File: src/rtl/imem_dmem_arbiter.sv
// Round-robin arbiter that merges the core's instruction-fetch and data channels
// onto one single-port memory: one transaction in flight, all outputs registered.
module imem_dmem_arbiter #(
  parameter int ADDR_WIDTH = 32,
  parameter int DATA_WIDTH = 32
) (
  input  logic                  clk_i,
  input  logic                  arst_ni,
  input  logic                  imem_req_i,
  input  logic [ADDR_WIDTH-1:0] imem_addr_i,
  output logic [DATA_WIDTH-1:0] imem_rdata_o,
  output logic                  imem_ack_o,
  input  logic                  dmem_req_i,
  input  logic                  dmem_we_i,
  input  logic [ADDR_WIDTH-1:0] dmem_addr_i,
  input  logic [DATA_WIDTH-1:0] dmem_wdata_i,
  output logic [DATA_WIDTH-1:0] dmem_rdata_o,
  output logic                  dmem_ack_o,
  output logic                  mem_req_o,
  output logic                  mem_we_o,
  output logic [ADDR_WIDTH-1:0] mem_addr_o,
  output logic [DATA_WIDTH-1:0] mem_wdata_o,
  input  logic [DATA_WIDTH-1:0] mem_rdata_i,
  input  logic                  mem_ack_i
);

  typedef enum logic [1:0] {ST_IDLE, ST_BUSY, ST_RESP} state_t;
  typedef enum logic {CH_IMEM = 1'b0, CH_DMEM = 1'b1} chan_t;

  state_t                r_state;
  chan_t                 r_last_grant;
  chan_t                 r_winner;
  logic                  r_mem_req;
  logic                  r_mem_we;
  logic [ADDR_WIDTH-1:0] r_mem_addr;
  logic [DATA_WIDTH-1:0] r_mem_wdata;
  logic [DATA_WIDTH-1:0] r_imem_rdata;
  logic [DATA_WIDTH-1:0] r_dmem_rdata;
  logic                  r_imem_ack;
  logic                  r_dmem_ack;

  logic                  w_any_req;
  chan_t                 w_pick;

  // NOTE: every signal written in always_comb gets a default first, so no latch is inferred.
  always_comb begin
    w_any_req = imem_req_i | dmem_req_i;
    w_pick    = CH_IMEM;
    if (dmem_req_i && (!imem_req_i || r_last_grant == CH_IMEM)) begin
      w_pick = CH_DMEM;
    end
  end

  // NOTE: sequential state uses non-blocking assignments so every register samples pre-edge values.
  always_ff @(posedge clk_i or negedge arst_ni) begin
    if (!arst_ni) begin
      r_state      <= ST_IDLE;
      r_last_grant <= CH_DMEM;
      r_winner     <= CH_IMEM;
      r_mem_req    <= 1'b0;
      r_mem_we     <= 1'b0;
      r_mem_addr   <= '0;
      r_mem_wdata  <= '0;
      r_imem_rdata <= '0;
      r_dmem_rdata <= '0;
      r_imem_ack   <= 1'b0;
      r_dmem_ack   <= 1'b0;
    end else begin
      r_imem_ack <= 1'b0;
      r_dmem_ack <= 1'b0;
      case (r_state)
        ST_IDLE: begin
          if (w_any_req) begin
            r_winner     <= w_pick;
            r_last_grant <= w_pick;
            r_mem_req    <= 1'b1;
            if (w_pick == CH_DMEM) begin
              r_mem_we    <= dmem_we_i;
              r_mem_addr  <= dmem_addr_i;
              r_mem_wdata <= dmem_wdata_i;
            end else begin
              r_mem_we    <= 1'b0;
              r_mem_addr  <= imem_addr_i;
              r_mem_wdata <= '0;
            end
            r_state <= ST_BUSY;
          end
        end
        ST_BUSY: begin
          if (mem_ack_i) begin
            r_mem_req <= 1'b0;
            // Writes complete without disturbing the requester's last read data.
            if (r_winner == CH_DMEM) begin
              r_dmem_ack <= 1'b1;
              if (!r_mem_we) r_dmem_rdata <= mem_rdata_i;
            end else begin
              r_imem_ack <= 1'b1;
              if (!r_mem_we) r_imem_rdata <= mem_rdata_i;
            end
            r_state <= ST_RESP;
          end
        end
        ST_RESP: begin
          r_state <= ST_IDLE;
        end
        default: begin
          r_state   <= ST_IDLE;
          r_mem_req <= 1'b0;
        end
      endcase
    end
  end

  assign imem_rdata_o = r_imem_rdata;
  assign imem_ack_o   = r_imem_ack;
  assign dmem_rdata_o = r_dmem_rdata;
  assign dmem_ack_o   = r_dmem_ack;
  assign mem_req_o    = r_mem_req;
  assign mem_we_o     = r_mem_we;
  assign mem_addr_o   = r_mem_addr;
  assign mem_wdata_o  = r_mem_wdata;

endmodule

File: config.mk
export PLATFORM = sky130hd
export DESIGN_NAME = imem_dmem_arbiter
export DESIGN_NICKNAME = d
export VERILOG_FILES = /design/src/rtl/imem_dmem_arbiter.sv
export SDC_FILE = /design/constraint.sdc
export NUM_CORES = 1
export LEC_CHECK = 0
export ABC_AREA = 1
export ABC_CLOCK_PERIOD_IN_PS = 3500
export CAP_MARGIN = 30
export CELL_PAD_IN_SITES_DETAIL_PLACEMENT = 0
export CELL_PAD_IN_SITES_GLOBAL_PLACEMENT = 2
export CORE_MARGIN = 2
export CORE_UTILIZATION = 24
export CTS_CLUSTER_DIAMETER = 30
export DETAILED_ROUTE_END_ITERATION = 8
export PLACE_DENSITY_LB_ADDON = 0.1
export SYNTH_ARGS = -nofsm -noshare
export SYNTH_HDL_FRONTEND = slang
export SYNTH_SLANG_ARGS = --single-unit
File: constraint.sdc
create_clock -name clk_i -period 3.5 [get_ports clk_i]
set_input_delay 0.35 -clock clk_i [delete_from_list [all_inputs] [get_ports clk_i]]
set_output_delay 0.35 -clock clk_i [all_outputs]
set_load 0.05 [all_outputs]
==> impl_metrics.ini, run 1 <==
[critical_path]
arrival_ps = 1770
worst-path-max-fanout = 5
cp_cell_sequence = clkdlybuf4s50_1
cp_num_buf_inv = 1
crit_path_start = mem_we_o
ff2ff_setup_slack_ps = 1720
r2r-end = r_winner
critical_path_class = flop to output pin
cpPeakStageDelay_ps = 910
crit_cells = 1
crit_family = buffers and inverters
r2r_cells = 6
worstSetupEndpointType = output pin
cp_slowest_cell = clkdlybuf4s50_1
required_ps = 3150
crit_end = mem_we_o
start_kind = flop
regToRegStartpoint = r_last_grant

[synth]
synth_nets = 864
syn_avg_cell_area_um2 = 8.12
ys.warnings.count = 0
seq_area_frac_synth_pct = 57.4
syn_area_um2 = 5930
ys_types = 18
synth_cells = 730
ys_seq_elements = 136

[sta]
final_max_slew_viol_count = 0
rsz0062_at_grt = no
relSlewSlack_pct = 55.4
max_freq_mhz = 471
tightest_slew_ps = 668
hold_viol = 0
period_needed_ps = 2120
setup_tns_ps = 0
setup_viol = 0
skew_ps = 11.1
post-route-period-util_pct = 60.7

[floorplanning]
die_area_um2 = 26000
floorplan.initialDensity_pct = 24.4
die_h_um = 161
core_um2 = 24300
die_width_um = 161
ios = 266
rows = 57

[global_routing]
grt_pass1_vias = 5606
antenna_found_initial = 0
grt_usage_pct = 16.2
grt_max_degree = 57
grt_pass1_wl_mm = 32.7
overflow = 0

[clock_tree]
clk_root_buffer_cell = clkbuf_16
insertion_delay_ps = 420
clk_pin_slew_ps = 60
cts.sinks = 136
htreeDepth = 4
clockBufferDepth = 2
cts_made_buffers = 17
cts_tree = built

[layout]
fin_cells = 1320
syn_to_final_growth_pct = 61.8
fin_nets = 1118
drive_above_1_share_pct = 5.62
final_common_cell = nand2_1
n_antenna_cell = 0
final_cell_mix = 332 x nand2_1, 264 x clkdlybuf4s50_1, 135 x dfrtp_1, 100 x nand3_1, 69 x inv_1
n_fill_cell = 2523

[route]
drc = 0
drt_iter0_drc = 315
vias = 5480
first_pass_iters = 4
routedWlPerCell_um = 15.9
vias_per_cell = 4.15
finalWirelength_mm = 20.9
ant_nets = 0

[power_and_ir_drop]
ir_drop_uv = 426
power.density_nw_per_um2 = 1120
leakagePower_uw = 0.00480

[outcome]
status = complete, no violations

[flow_run]
maxCapViolations = 0

[min_path]
hold_path.class = input pin to async pin

[placed_design]
io_buffers = 265
dp_cells = 1288
post-dp-hpwl_mm = 13.8
gp_congestion = 0.701
cells in the mapped netlist, drive strengths merged:
master | number | area (µm²)
inv | 73 | 274
buf | 36 | 203
nand4 | 32 | 200
o21ai | 2 | 10.0
dfstp | 1 | 26.3
nand3 | 100 | 500
nand2 | 332 | 1250
a21oi | 1 | 5.00
clkbuf | 10 | 37.5
nor2 | 8 | 50.0
dfrtp | 135 | 3380
worst min-delay path by stage:
stage	start	to	cells past startpoint
6_report	arst_ni	mem_addr_o[18]	2
5_1_grt	dmem_wdata_i[7]	mem_wdata_o[7]	3
4_1_cts	dmem_wdata_i[4]	mem_wdata_o[4]	3
3_5_place_dp	arst_ni	mem_addr_o[18]	1
3_3_place_gp	arst_ni	mem_addr_o[18]	1
2_1_floorplan	arst_ni	dmem_ack_o	0
sequential cells by signal, summed over array words and instances, names as in the netlist:
register and count:
r_state 2, dmem_rdata_o 32, r_winner 1, dmem_ack_o 1
imem_rdata_o 32, mem_wdata_o 32, imem_ack_o 1, mem_we_o 1
mem_req_o 1, mem_addr_o 32, r_last_grant 1
logic make-up (layout without fill, tap and decap cells):
family / Yosys count / after routing / share of synthesized area, %
buf+inv: 119 / 385 / 8.67
simple gates: 472 / 472 / 33.7
compound gates: 3 / 3 / 0.253
flops: 136 / 136 / 57.4
per-layer routing:
layer  vias up  track usage, %  part of all wire (%)
met5         -               0                     0
met4         0            3.53                  0.72
met3        10            5.80                   7.0
met2       157            26.0                    47
met1      2535            21.0                    46
li1       2778               -                     -
per-stage QoR:
stage               hold WS [ps]  total power [µW]  setup slack (ps)  utilization [%]  area (µm²)
finish                       466             10700              1380             39.5        9590
global route                 481             11300              1330             39.5        9590
CTS                          458             10900              1360             39.5        9590
detailed placement           369              8640              1230             36.6        8890
global placement             368              8650              1270             36.6        8890
floorplan                   54.4              6480              2060                -        5930
timing repair:
| item | in CTS | in global routing |
|---|---|---|
| hold buffers | 1 | 0 |
| setup buffers | 0 | 0 |
| resized for setup | 0 | 0 |
| endpoints found under the hold margin | 52 | 0 |
layout make-up:
cell class | instances | area (µm²) | share of cell area (%)
Sequential cell | 136 | 3400 | 35.5
Timing Repair Buffer | 281 | 2800 | 29.2
Inverter | 73 | 274 | 2.86
Multi-Input combinational cell | 475 | 2010 | 21.0
Clock buffer | 18 | 429 | 4.47
Clock inverter | 13 | 265 | 2.76
Tap cell | 324 | 405 | 4.23
report_power, final:
group	switching (µW)	leakage, µW	internal (µW)
Sequential	410	0.00172	2320
Combinational	4040	0.00275	1790
Clock	741	0.000337	1420
Total	5190	0.00480	5520
Power figures use the tool's default switching activity.
==> inputs of run 2 (changes only) <==
--- a/config.mk
+++ b/config.mk
@@ -6,12 +6,12 @@
 export NUM_CORES = 1
 export LEC_CHECK = 0
 export ABC_AREA = 1
-export ABC_CLOCK_PERIOD_IN_PS = 3500
+export ABC_CLOCK_PERIOD_IN_PS = 1900
 export CAP_MARGIN = 30
 export CELL_PAD_IN_SITES_DETAIL_PLACEMENT = 0
 export CELL_PAD_IN_SITES_GLOBAL_PLACEMENT = 2
 export CORE_MARGIN = 2
-export CORE_UTILIZATION = 24
+export CORE_UTILIZATION = 20
 export CTS_CLUSTER_DIAMETER = 30
 export DETAILED_ROUTE_END_ITERATION = 8
 export PLACE_DENSITY_LB_ADDON = 0.1
==> constraint.sdc (replaced) <==
create_clock -name clk_i -period 1.9 [get_ports clk_i]
set_input_delay 0.19 -clock clk_i [delete_from_list [all_inputs] [get_ports clk_i]]
set_output_delay 0.19 -clock clk_i [all_outputs]
set_load 0.05 [all_outputs]
==> impl_metrics.ini, run 2 (synthesis results as in run 1) <==
[clock_tree]
insertion_delay_ps = 420
cts.sinks = 136
htreeDepth = 4
cts_tree = built
clk_pin_slew_ps = 60
cts_made_buffers = 17
clk_root_buffer_cell = clkbuf_16
clockBufferDepth = 2

[layout]
fin_nets = 1124
drive_above_1_share_pct = 6.69
syn_to_final_growth_pct = 64.8
fin_cells = 1393
final_common_cell = nand2_1
final_cell_mix = 332 x nand2_1, 259 x clkdlybuf4s50_1, 135 x dfrtp_1, 100 x nand3_1, 69 x inv_1

[global_routing]
antenna_found_initial = 2
grt_pass1_wl_mm = 34.6
overflow = 0
grt_usage_pct = 14.5
grt_pass1_vias = 5949
grt_max_degree = 47

[placed_design]
post-dp-hpwl_mm = 15.2
io_buffers = 265
gp_congestion = 0.699
dp_cells = 1360

[sta]
final_max_slew_viol_count = 0
setup_tns_ps = 0
hold_viol = 0
rsz0062_at_grt = no
tightest_slew_ps = 576
period_needed_ps = 1810
skew_ps = 12.7
max_freq_mhz = 553
relSlewSlack_pct = 61.5
setup_viol = 0
post-route-period-util_pct = 95.2

[critical_path]
crit_path_start = mem_addr_o[1]
worstSetupEndpointType = output pin
worst-path-max-fanout = 2
required_ps = 1710
cp_slowest_cell = clkdlybuf4s50_1
start_kind = flop
cp_num_buf_inv = 1
crit_family = buffers and inverters
critical_path_class = flop to output pin
regToRegStartpoint = r_state[1]
cp_cell_sequence = clkdlybuf4s50_1
cpPeakStageDelay_ps = 860
arrival_ps = 1620

[power_and_ir_drop]
p_int_uw = 10100
power.density_nw_per_um2 = 2020
p_comb_share_pct = 54.9
p_total_uw = 19700
ir_drop_uv = 705
switching_share_pct = 48.7
leakagePower_uw = 0.00485
seq_power_share_pct = 25.5
p_switching_uw = 9630
clock_power_share_pct = 19.6

[floorplanning]
rows = 63
die_area_um2 = 31000
floorplan.initialDensity_pct = 20.2
core_um2 = 29400
die_h_um = 176
die_width_um = 176
ios = 266

[outcome]
status = complete, no violations

[route]
vias_per_cell = 3.96
drc = 0
ant_nets = 0
routedWlPerCell_um = 15.8
vias = 5519
finalWirelength_mm = 22.0
drt_iter0_drc = 228
first_pass_iters = 5

[flow_run]
maxCapViolations = 0

[min_path]
hold_path.class = input pin to async pin
-- run 2: stage by stage --
step           hold WS, ps  area [µm²]  utilization [%]  setup slack [ps]
3_5_place_dp           150        9090             30.9               113
3_3_place_gp           146        9090             30.9               181
2_1_floorplan         -106        5930                -               463
5_1_grt                279        9770             33.2              16.0
4_1_cts                259        9770             33.2              58.8
6_report               255        9770             33.2              90.6
-- run 2: path summary, 6_finish.rpt --
path	endpoint	slack [ps]	cells after the start
worst max-delay path	mem_addr_o[1]	90	1
worst min-delay path	mem_addr_o[19]	250	2
worst max register to register	mem_addr_o[29]	380	6
worst min register to register	imem_rdata_o[17]	470	2
max in group asynchronous	imem_rdata_o[1]	1020	3
min in group clk_i	mem_wdata_o[9]	320	3
-- run 2: power by group through the flow --
stage / combinational, µW / clock (µW) / sequential, µW
2_1_floorplan: 2320 / 0 / 9620
3_3_place_gp: 11100 / 0 / 5070
3_5_place_dp: 11000 / 0 / 5080
4_1_cts: 11000 / 4010 / 5070
5_1_grt: 11600 / 4120 / 5240
6_report: 10800 / 3880 / 5030
-- run 2: layout make-up --
cell class | instances | area, µm²
Fill cell | 3117 | 19600
Clock buffer | 18 | 429
Timing Repair Buffer | 287 | 2920
Inverter | 73 | 274
Tap cell | 390 | 488
Multi-Input combinational cell | 475 | 2010
Antenna cell | 1 | 2.50
Sequential cell | 136 | 3400
Clock inverter | 13 | 238
-- run 2: repair_timing --
| item | CTS | global route |
|---|---|---|
| resized for setup | 0 | 0 |
| hold buffers | 1 | 0 |
| setup endpoints to repair | 0 | 0 |
| buffers inserted | 0 | 0 |
| hold endpoints to repair | 34 | 0 |
-- run 2: metal layers --
metal  vias to the layer above  GRT usage [%]  routed length (µm)
met5                         -              0                  11
li1                       2796              -                   -
met2                       162           23.9               10500
met1                      2541           17.7                9500
met4                         2           4.13                 291
met3                        18           5.36                1690
==> inputs of run 3 (changes only) <==
--- a/config.mk
+++ b/config.mk
@@ -10,7 +10,7 @@
 export CAP_MARGIN = 30
 export CELL_PAD_IN_SITES_DETAIL_PLACEMENT = 0
 export CELL_PAD_IN_SITES_GLOBAL_PLACEMENT = 2
-export CORE_MARGIN = 2
+export CORE_MARGIN = 1
 export CORE_UTILIZATION = 20
 export CTS_CLUSTER_DIAMETER = 30
 export DETAILED_ROUTE_END_ITERATION = 8
==> impl_metrics.ini, run 3 (synthesis results as in run 1) <==
[floorplanning]
die_width_um = 174
floorplan.initialDensity_pct = 20.5
core_um2 = 28900
die_area_um2 = 30300
rows = 62
die_h_um = 174
ios = 266

[global_routing]
grt_usage_pct = 14.7
grt_max_degree = 56
grt_pass1_wl_mm = 34.2
grt_pass1_vias = 5746
overflow = 0
antenna_found_initial = 0

[outcome]
status = complete, no violations

[layout]
drive_above_1_share_pct = 6.29
finalInstanceArea_um2 = 9640
fin_nets = 1123
syn_to_final_growth_pct = 62.5
n_antenna_cell = 0
final_cell_mix = 332 x nand2_1, 263 x clkdlybuf4s50_1, 135 x dfrtp_1, 100 x nand3_1, 69 x inv_1
fin_cells = 1386
final_common_cell = nand2_1

[critical_path]
cp_slowest_cell = clkdlybuf4s50_1
crit_family = buffers and inverters
worstSetupEndpointType = output pin
arrival_ps = 1630
required_ps = 1710
cp_cell_sequence = clkdlybuf4s50_1
critical_path_class = flop to output pin
worst-path-max-fanout = 2
cpPeakStageDelay_ps = 860
start_kind = flop
cp_num_buf_inv = 1

[sta]
skew_ps = 8.81
hold_viol = 0
setup_tns_ps = 0
rsz0062_at_grt = no
relSlewSlack_pct = 53.4
setup_viol = 0
final_max_slew_viol_count = 0
max_freq_mhz = 550
tightest_slew_ps = 699
period_needed_ps = 1820
post-route-period-util_pct = 95.7

[clock_tree]
clk_root_buffer_cell = clkbuf_16
cts.sinks = 136
htreeDepth = 4
cts_made_buffers = 17
cts_resized = 0
clk_pin_slew_ps = 60
insertion_delay_ps = 420
clockBufferDepth = 2
cts_tree = built

[route]
drc = 0
finalWirelength_mm = 21.8
vias_per_cell = 3.97
vias = 5503
drt_iter0_drc = 277
routedWlPerCell_um = 15.7
first_pass_iters = 4
ant_nets = 0

[placed_design]
postPlaceCellArea_um2 = 9040
gp_congestion = 0.713
post-dp-hpwl_mm = 15.0
io_buffers = 265
dp_cells = 1353

[power_and_ir_drop]
power.density_nw_per_um2 = 1990
ir_drop_uv = 627
p_comb_share_pct = 56.5
leakagePower_uw = 0.00477
p_int_uw = 9590
clock_power_share_pct = 17.4
p_switching_uw = 9640
seq_power_share_pct = 26.1
switching_share_pct = 50.1

[flow_run]
maxCapViolations = 0

[min_path]
hold_path.class = input pin to async pin
## run 3: cell types whose count changed in the layout (fill, tap and decap cells not counted)
cell and change:
bufinv_16 -4, buf_12 -4, diode_2 -1, clkbuf_8 +1, clkdlybuf4s50_1 +4, inv_6 -2, buf_4 -1, clkinvlp_4 +6
## run 3: through the flow
stage	power, µW	util (%)	hold WS [ps]	worst slack [ps]
finish	19200	33.3	263	82.5
global route	20400	33.3	279	10.9
CTS	19500	33.3	274	48.4
detailed placement	16100	31.2	159	186
global placement	16100	31.2	166	171
floorplan	11900	-	-106	463
## run 3: worst paths after layout
kind | start | endpoint | slack [ps] | cells after the start
setup / recovery | mem_wdata_o[31] | mem_wdata_o[31] | 80 | 1
hold reg to reg | dmem_rdata_o[0] | dmem_rdata_o[0] | 470 | 2
max in group asynchronous | arst_ni | r_last_grant | 990 | 3
min in group clk_i | dmem_wdata_i[16] | mem_wdata_o[16] | 330 | 3
setup reg to reg | r_last_grant | mem_addr_o[18] | 460 | 6
hold / removal | arst_ni | dmem_rdata_o[20] | 260 | 2
## run 3: worst register-to-register path: stages, from the launching register on
cell     delay (ps)
dfstp_2         560
nand2_1          70
nand2_1          90
buf_4           350
nand2_1         120
nand3_1          90
nand2_1          50
## run 3: power groups by stage
stage / Sequential [µW] / Combinational, µW / Clock, µW
6_report: 5020 / 10900 / 3340
5_1_grt: 5230 / 11500 / 3600
4_1_cts: 5050 / 11000 / 3480
3_5_place_dp: 5070 / 11000 / 0
3_3_place_gp: 5070 / 11000 / 0
2_1_floorplan: 9620 / 2320 / 0
## run 3: routing by layer
layer	vias up	GRT usage (%)	share of wire, %
met2	171	22.3	45
met1	2519	19.4	47
met5	-	0	0
li1	2795	-	-
met4	0	5.04	1.7
met3	18	4.86	7.0
## run 3: what timing repair did
item,CTS,global route
endpoints found under the hold margin,37,0
hold buffers,1,0
buffers inserted,0,0
## run 3: layout make-up
class,instances,area (µm²)
repair buffers,286,2870
clock buffers,19,443
fillers,3070,19300
inverters,73,274
well taps,384,480
multi-input cells,475,2010
clock inverters,13,145
flip-flops and latches,136,3400
